<file path="config.mk">
export PLATFORM = sky130hd
export DESIGN_NAME = command_dispatcher
export DESIGN_NICKNAME = d
export VERILOG_FILES = /design/src/rtl/command_dispatcher.sv
export SDC_FILE = /design/constraint.sdc
export NUM_CORES = 1
export LEC_CHECK = 0
export CORE_MARGIN = 5
export CORE_UTILIZATION = 50
export CTS_BUF_LIST = sky130_fd_sc_hd__clkbuf_4
export CTS_CLUSTER_SIZE = 10
export DETAILED_ROUTE_END_ITERATION = 8
export PLACE_DENSITY = 0.8
export SETUP_SLACK_MARGIN = 0.05
export SLEW_MARGIN = 40
export SYNTH_ARGS = -nofsm -noshare
export SYNTH_HDL_FRONTEND = slang
export SYNTH_SLANG_ARGS = --single-unit
</file>
<file path="constraint.sdc">
create_clock -name clk -period 2.9 [get_ports clk]
set_input_delay 0.29 -clock clk [delete_from_list [all_inputs] [get_ports clk]]
set_output_delay 0.29 -clock clk [all_outputs]
set_load 0.05 [all_outputs]
</file>
<file path="src/rtl/command_dispatcher.sv">
// command_dispatcher: turns a header+payload command stream into engine start pulses and graphics register writes.
// Define CMD_DISPATCH_TIMEOUT_EN to add a WAIT watchdog that reports err_code 3 after TIMEOUT_CYC cycles.
module command_dispatcher #(
    parameter int NUM_ENGINES = 4,
    parameter int MAX_PAYLOAD = 8,
    parameter int TIMEOUT_CYC = 65535
) (
    input  logic                      clk,
    input  logic                      rst_n,
    input  logic                      cmd_valid,
    input  logic [31:0]               cmd_data,
    output logic                      cmd_ready,
    output logic [NUM_ENGINES-1:0]    eng_start,
    input  logic [NUM_ENGINES-1:0]    eng_done,
    output logic [MAX_PAYLOAD*32-1:0] payload,
    output logic [15:0]               payload_len,
    output logic [31:0]               color,
    output logic [31:0]               vp_xmin,
    output logic [31:0]               vp_ymin,
    output logic [31:0]               vp_xmax,
    output logic [31:0]               vp_ymax,
    output logic                      busy,
    output logic                      err_valid,
    output logic [1:0]                err_code,
    output logic [15:0]               cmd_count
);
    typedef enum logic [2:0] {IDLE, READ, DRAIN, START, WAIT} state_t;
    // Buffer is at least 4 words so the viewport write never indexes past it.
    localparam int PW = MAX_PAYLOAD < 4 ? 4 : MAX_PAYLOAD;
    localparam logic [15:0] MAX_LEN = 16'(MAX_PAYLOAD);
    localparam logic [7:0] OP_COLOR = 8'h10;
    localparam logic [7:0] OP_VIEWPORT = 8'h11;

    state_t state, state_nx;
    logic [7:0] op;
    logic [15:0] len, cnt;
    logic [31:0] words [PW];
    logic [NUM_ENGINES-1:0] eng_sel;
    logic hs, hdr_legal, is_eng, set_short, timeout, unused_hdr;

    assign cmd_ready = state == IDLE || state == READ || (state == DRAIN && cnt < len);
    assign hs = cmd_valid & cmd_ready;
    assign busy = state != IDLE;
    assign unused_hdr = ^cmd_data[23:16];
    assign is_eng = |eng_sel;
    assign set_short = (op == OP_COLOR && len == 16'd0) || (op == OP_VIEWPORT && len < 16'd4);
    assign hdr_legal = (cmd_data[31:24] != 8'd0 && cmd_data[31:24] <= 8'(NUM_ENGINES)) ||
                       cmd_data[31:24] == OP_COLOR || cmd_data[31:24] == OP_VIEWPORT;

    always_comb begin
        eng_sel = '0;
        for (int i = 0; i < NUM_ENGINES; i++) eng_sel[i] = op == 8'(i + 1);
    end

    for (genvar g = 0; g < MAX_PAYLOAD; g++) begin : g_payload
        assign payload[g*32 +: 32] = words[g];
    end

`ifdef CMD_DISPATCH_TIMEOUT_EN
    logic [31:0] timer;
    assign timeout = timer == 32'(TIMEOUT_CYC);
    always_ff @(posedge clk or negedge rst_n)
        if (!rst_n) timer <= '0;
        else timer <= state == WAIT ? timer + 32'd1 : '0;
`else
    logic unused_timeout;
    assign timeout = 1'b0;
    assign unused_timeout = |TIMEOUT_CYC;
`endif

    always_comb begin
        state_nx = state;
        eng_start = '0;
        err_valid = 1'b0;
        err_code = 2'd0;
        case (state)
            IDLE: if (hs) state_nx = (!hdr_legal || cmd_data[15:0] > MAX_LEN) ? DRAIN :
                                     cmd_data[15:0] == 16'd0 ? START : READ;
            READ: if (hs && cnt == len - 16'd1) state_nx = START;
            DRAIN: if (cnt == len) begin
                state_nx = IDLE;
                err_valid = 1'b1;
                err_code = len > MAX_LEN ? 2'd1 : 2'd2;
            end
            START: begin
                eng_start = eng_sel;
                state_nx = is_eng ? WAIT : IDLE;
                err_valid = set_short;
                err_code = set_short ? 2'd2 : 2'd0;
            end
            WAIT: if (|(eng_done & eng_sel)) state_nx = IDLE;
                  else if (timeout) begin
                      state_nx = IDLE;
                      err_valid = 1'b1;
                      err_code = 2'd3;
                  end
            default: state_nx = IDLE;
        endcase
    end

    always_ff @(posedge clk or negedge rst_n)
        if (!rst_n) begin
            state <= IDLE;
            op <= '0;
            len <= '0;
            cnt <= '0;
            payload_len <= '0;
            cmd_count <= '0;
            color <= '0;
            vp_xmin <= '0;
            vp_ymin <= '0;
            vp_xmax <= '0;
            vp_ymax <= '0;
            for (int i = 0; i < PW; i++) words[i] <= '0;
        end else begin
            state <= state_nx;
            if (busy && state_nx == IDLE) cmd_count <= cmd_count + 16'd1;
            if (state == IDLE && hs) begin
                op <= cmd_data[31:24];
                len <= cmd_data[15:0];
                cnt <= '0;
                payload_len <= '0;
            end
            if ((state == READ || state == DRAIN) && hs) cnt <= cnt + 16'd1;
            if (state == READ && hs) begin
                payload_len <= cnt + 16'd1;
                for (int i = 0; i < PW; i++) if (cnt == 16'(i)) words[i] <= cmd_data;
            end
            if (state == START && !set_short && op == OP_COLOR) color <= words[0];
            if (state == START && !set_short && op == OP_VIEWPORT) begin
                vp_xmin <= words[0];
                vp_ymin <= words[1];
                vp_xmax <= words[2];
                vp_ymax <= words[3];
            end
        end
endmodule

</file>
==> flow_metrics.py, run 1 <==
metrics = {
    "floorplan": {
        "die_y_um": 214.0,
        "fp.dieArea_um2": 45780,
        "rows": 74,
        "coreArea_um2": 41020,
        "die_width_um": 214.0,
        "start_util_pct": 50.71,
        "num_io_pins": 496,
    },
    "synth": {
        "synth.yosys.seq_area_share_pct": 59.07,
        "ys_top_cells_by_area": "dfrtp_1, mux2_2, mux2_4",
        "synth_commonest_cells": "dfrtp_1, mux2_2, mux2_4",
        "syn_area_um2": 20800,
        "yosysMostFrequentCell": "dfrtp_1",
        "syn_inst": 1439,
        "ys_async_sr_fraction_pct": 100.0,
        "synth-edff-count": 0,
        "ys_warn_count": 0,
        "synth-seq-cells": 491,
        "synthesis.nets": 1500,
        "synth_largest_area_cell": "dfrtp_1",
        "synth_top_area_share_pct": 59.07,
        "synth.avg_cell_area_um2": 14.46,
        "synthFlopType": "dfrtp_1",
        "yosysUniqueCellTypes": 71,
    },
    "clock_network": {
        "cts_root_buf": "clkbuf_4",
        "cts_buffers": 130,
        "cts.sink_count": 491,
        "cts_max_path_buffers": 3,
        "cts_tree": "built",
        "clk_latency_ps": 830,
        "clk_pin_slew_ps": 70,
        "htreeDepth": 4,
    },
    "critical_path": {
        "cp_max_fo": 3,
        "worst_ep_required_time_ps": 2610,
        "r2r_start": "len[0]$_DFFE_PN0P_",
        "crit_type": "flop to output pin",
        "cp_slowest_stage_delay_ps": 400,
        "crit_path_cell_trace": "inv_1 -> ha_4 -> o21ai_0 -> o22ai_1 -> a31o_2 -> o31ai_4 -> buf_6 -> buf_12",
        "critPathLaunch": "len[14]$_DFFE_PN0P_",
        "slowest_stage": "dfrtp_1",
        "cp-start-kind": "flop",
        "worst_setup_path_end_kind": "output pin",
        "cp.arrival_ps": 2810,
    },
    "sta": {
        "setup_ws_ps": -199.7,
        "hold_viol": 0,
        "finalSetupViolCount": 4,
        "tightest_slew_ps": 661.7,
        "fin_crit_ps": 3100,
        "max_slew_margin_pct": 55.89,
        "skew_ps": 54.22,
        "maxSlewViolCount": 0,
        "max_freq_mhz": 322.6,
        "fin_crit_sh_pct": 106.9,
        "rsz0062_at_grt": "yes",
    },
    "drt": {
        "vias": 14980,
        "route.detailed.drc": 0,
        "antenna_left": 0,
        "firstDrtPassIters": 6,
        "drt-wirelength-per-cell_um": 23.88,
        "routed_via_density": 5.522,
        "drt-total-wl_um": 64770,
        "drtIter0Drc": 1016,
    },
    "pwr": {
        "pwr-share-comb_pct": 18.4,
        "swShare_pct": 29.49,
        "seq_power_share_pct": 44.5,
        "intPower_mw": 11.71,
        "clockPowerShare_pct": 37.0,
        "ir_worst_vdd_v": 0.0005160,
        "power_density_nw_per_um2": 577.5,
        "switchingPower_mw": 4.897,
        "p_leak_nw": 13.99,
    },
    "layout": {
        "seqCellArea_um2": 12300,
        "fillers": 2784,
        "layout-drive-gt1-share_pct": 36.23,
        "multi_input_area_um2": 8005,
        "area_growth_pct": 38.26,
        "fin_area_um2": 28760,
        "nets": 2144,
    },
    "global_route": {
        "grt_pass1_vias": 16010,
        "antenna_found_initial": 4,
        "grt_pass1_wl_um": 98600,
        "grt_overflow": 0,
        "grt_max_degree": 79,
        "grt_use_total_pct": 27.57,
    },
    "hold_path": {
        "hp-class": "input port to async pin",
    },
    "placement": {
        "io_buffer_count": 495,
        "detailed_place_hpwl_um": 46390,
        "place_area_um2": 26610,
        "gp_congestion": 0.8701,
        "place_ws_ps": -22.93,
    },
    "status": {
        "violations": "setup timing",
        "status": "finished, violations left",
    },
    "run": {
        "cap_viol_max_count": 0,
    },
}
[worst max-delay path: cells and delay by family, from the launching register on]
family | cells | cell delay [ps]
buffers and inverters | 3 | 430
flip-flops | 1 | 400
AO/OA/AOI/OAI | 4 | 940
adder cells (fa/ha/maj) | 1 | 230
[state kept, by name, indices dropped and copies added, names as in the netlist, 32 cells and up]
| signal | count |
|---|---|
| color | 32 |
| vp_xmax | 32 |
| vp_xmin | 32 |
| payload | 256 |
| vp_ymin | 32 |
| vp_ymax | 32 |
[worst paths after layout]
kind | endpoint | slack (ps) | cells after the start
max | cmd_ready | -200 | 8
min | vp_xmax[23]$_DFFE_PN0P_ | 100 | 2
max reg2reg | vp_xmin[23]$_DFFE_PN0P_ | 130 | 10
min reg2reg | payload_len[5]$_DFFE_PN0P_ | 490 | 2
max in group asynchronous | color[20]$_DFFE_PN0P_ | 1770 | 4
min in group clk | len[1]$_DFFE_PN0P_ | 150 | 3
[layer usage]
metal,wire (um),up-vias,GRT usage (%)
met5,0,-,0
met4,2549,0,11.85
met3,4726,153,7.412
met2,31990,666,46.13
met1,25510,7656,34.01
li1,-,6500,-
[through the flow]
| stage | utilization, % | hold WS (ps) | TNS (ps) | instances | power, mW |
|---|---|---|---|---|---|
| after floorplan | - | -5.591 | 0 | 1439 | 8.963 |
| after global placement | 64.88 | 331.6 | 0 | 2455 | 9.834 |
| after detailed placement | 64.88 | 329.5 | -41.81 | 2455 | 9.941 |
| after CTS | 69.85 | 27.80 | -706.3 | 2707 | 16.52 |
| after global routing | 70.12 | 73.85 | -1408 | 2712 | 17.41 |
| final | 70.12 | 103.5 | -501.8 | 2712 | 16.61 |
[power groups by stage]
stage	sequential, mW	combinational (mW)	clock, mW
after detailed placement	7.55	2.39	0
after global routing	7.42	3.29	6.70
after CTS	7.36	2.85	6.31
after floorplan	7.62	1.35	0
after global placement	7.53	2.30	0
final	7.40	3.06	6.15
[kinds of logic after synthesis]
family	synth area share, %
xor+xnor	2.063
simple gates	5.594
fa+ha+maj	1.323
mux	24.91
buf+inv	3.693
flops	59.07
compound gates	3.350
[final cells by class]
class	instances	area share (%)
sequential	491	42.77
multi-input combinational	820	27.83
timing repair buffer	611	20.86
clock buffer	197	5.142
tap	532	2.314
clock inverter	30	0.6917
inverter	29	0.3785
antenna	2	0.01740
[cells in the final DEF (no fill, tap or decap), types with 5 or more instances in the layout]
| master | netlist | routed |
|---|---|---|
| nand3_1 | 20 | 19 |
| a21oi_1 | 7 | 5 |
| mux2_4 | 100 | 100 |
| nor4_1 | 16 | 15 |
| dfrtp_2 | 0 | 10 |
| ha_1 | 22 | 14 |
| a31oi_1 | 6 | 6 |
| nor3b_1 | 5 | 5 |
| mux2_2 | 283 | 283 |
| ha_4 | 0 | 8 |
| o31ai_1 | 21 | 20 |
| clkbuf_4 | 0 | 197 |
| dfrtp_1 | 491 | 481 |
| o21ai_0 | 47 | 45 |
| buf_12 | 11 | 14 |
| nor3_1 | 10 | 9 |
| nor2_1 | 32 | 29 |
| buf_4 | 18 | 107 |
| nand2_1 | 67 | 62 |
| inv_1 | 27 | 18 |
| or4_1 | 5 | 5 |
| inv_2 | 2 | 18 |
| mux2_1 | 42 | 42 |
| clkdlybuf4s50_1 | 0 | 485 |
| and3_1 | 9 | 9 |
| nand4_1 | 11 | 11 |
| clkinv_1 | 0 | 17 |
| xor2_1 | 22 | 22 |
| nand2_2 | 0 | 5 |
| xnor2_1 | 27 | 27 |
[what timing repair did]
action / CTS / global route
endpoints found under the hold margin: 353 / 0
gates resized for setup: 45 / 18
buffers inserted: 24 / 3
pin swaps: 13 / 8
endpoints found under the setup margin: 5 / 149
hold buffers: 1 / 0
Note: power is estimated with default switching activity, not from simulation.
==> run 2: changes to the inputs <==
==> constraint.sdc (replaced) <==
create_clock -name clk -period 3.5 [get_ports clk]
set_input_delay 0.35 -clock clk [delete_from_list [all_inputs] [get_ports clk]]
set_output_delay 0.35 -clock clk [all_outputs]
set_load 0.05 [all_outputs]
==> flow_metrics.py, run 2 (synthesis results as in run 1) <==
metrics = {
    "status": {
        "status": "complete, no violations",
    },
    "sta": {
        "maxSlewViolCount": 0,
        "setup_ws_ps": 239.1,
        "hold_viol": 0,
        "tightest_slew_ps": 857.8,
        "rsz0062_at_grt": "yes",
        "setup_tns_ps": 0,
        "max_slew_margin_pct": 42.28,
        "finalSetupViolCount": 0,
        "fin_crit_ps": 3261,
        "max_freq_mhz": 306.7,
        "skew_ps": 61.63,
        "fin_crit_sh_pct": 93.17,
    },
    "clock_network": {
        "htreeDepth": 4,
        "clk_pin_slew_ps": 60,
        "clk_latency_ps": 860,
        "cts_max_path_buffers": 3,
        "cts_buffers": 133,
        "cts_tree": "built",
        "cts_root_buf": "clkbuf_4",
        "cts.sink_count": 491,
    },
    "layout": {
        "nets": 2093,
        "final_cells": 2658,
        "final_cell_mix": "clkdlybuf4s50_1, dfrtp_1, mux2_2",
        "layout-drive-gt1-share_pct": 32.06,
        "largest_register_ffs": 256,
        "area_growth_pct": 35.20,
        "final_common_cell": "clkdlybuf4s50_1",
    },
    "drt": {
        "drtIter0Drc": 979,
        "drt-total-wl_um": 64780,
        "drt-wirelength-per-cell_um": 24.37,
        "vias": 14680,
        "route.detailed.drc": 0,
        "antenna_left": 0,
        "routed_via_density": 5.523,
        "firstDrtPassIters": 5,
    },
    "placement": {
        "io_buffer_count": 495,
        "place_ws_ps": 201.2,
        "gp_congestion": 0.9350,
        "post-place-cells": 2427,
        "detailed_place_hpwl_um": 47000,
    },
    "run": {
        "cap_viol_max_count": 0,
    },
    "critical_path": {
        "r2r_setup_slack_ps": 560,
        "timing.rr.end": "payload[115]$_DFFE_PN0P_",
        "worst_ep_required_time_ps": 3150,
        "cp_max_fo": 4,
        "cp.arrival_ps": 2910,
        "crit_type": "flop to output pin",
        "worst_setup_path_end_kind": "output pin",
        "cp-start-kind": "flop",
        "r2r_start": "state[0]$_DFF_PN0_",
        "r2r_cells": 7,
    },
    "floorplan": {
        "die_y_um": 214.0,
        "fp.dieArea_um2": 45780,
        "num_io_pins": 496,
        "die_width_um": 214.0,
        "start_util_pct": 50.71,
        "rows": 74,
        "coreArea_um2": 41020,
    },
    "pwr": {
        "ir_worst_vdd_v": 0.0004472,
        "total_power_mw": 13.22,
        "power_density_nw_per_um2": 470.1,
        "p_leak_nw": 13.66,
    },
    "global_route": {
        "antenna_found_initial": 6,
        "grt_pass1_wl_um": 98670,
        "grt_pass1_vias": 15640,
        "grt_max_degree": 86,
        "grt_use_total_pct": 27.90,
        "grt_overflow": 0,
    },
    "hold_path": {
        "hp-class": "input port to async pin",
    },
}
==> run 2: cell types whose count changed in the layout (fill, tap and decap cells not counted), moves of 9 or more <==
cell / delta
buf_4: -60
clkbuf_4: -11
clkinv_1: +14
inv_1: +9
inv_2: -14
==> run 2: layout make-up <==
type                       instances  area [um^2]
timing repair buffer             557         5595
fill                            2826        12890
sequential                       491        12300
antenna                            5        12.51
tap                              532        665.6
multi-input combinational        820         7797
inverter                          29        108.9
clock inverter                    39        259.0
clock buffer                     185         1389
==> run 2: worst max-delay path: stages, from the launching register on <==
cell and delay (ps):
dfrtp_1 370, or3_1 480, nor3_1 270, nor3b_1 370, dlygate4sd1_1 560
==> run 2: worst max path at each step <==
stage,slack (ps),end,cells past startpoint,from
6_report,240,eng_start[3],4,op[5]$_DFFE_PN0P_
5_1_grt,50,cmd_ready,5,cnt[14]$_DFFE_PN0P_
4_1_cts,50,err_valid,6,len[5]$_DFFE_PN0P_
3_5_place_dp,200,cmd_count[15]$_DFFE_PN0P_,7,cmd_data[7]
3_3_place_gp,270,cmd_count[13]$_DFFE_PN0P_,7,cmd_data[9]
2_1_floorplan,630,cmd_ready,6,len[5]$_DFFE_PN0P_
==> run 2: report_power, final <==
part	leakage [nW]	internal [mW]	total, mW	switching [mW]
registers	6.78	5.89	6.25	0.365
clock network	0.965	2.72	5.08	2.36
logic	5.91	0.714	1.88	1.17
total	13.7	9.33	13.2	3.90
==> run 2: metal layers <==
metal | track usage (%) | vias up | wire (um) | part of all wire (%)
li1 | - | 6376 | - | -
met1 | 34.73 | 7567 | 26050 | 40
met2 | 45.53 | 606 | 31770 | 49
met4 | 12.39 | 2 | 2503 | 3.9
met3 | 8.302 | 129 | 4444 | 6.9
met5 | 0 | - | 13 | 0.020
==> run 2: timing repair <==
| action | CTS | global route |
|---|---|---|
| setup buffers | 1 | 0 |
| hold buffers | 1 | 0 |
| setup endpoints to repair | 8 | 5 |
| pin swaps | 1 | 2 |
| gates resized for setup | 27 | 14 |
| endpoints found under the hold margin | 161 | 0 |
==> run 2: through the flow <==
step	util (%)	hold slack, ps	area (um^2)
final	68.57	114.0	28120
after floorplan	-	54.41	20800
after CTS	68.49	59.23	28090
after global placement	64.44	418.7	26430
after detailed placement	64.44	423.0	26430
after global routing	68.56	106.5	28120
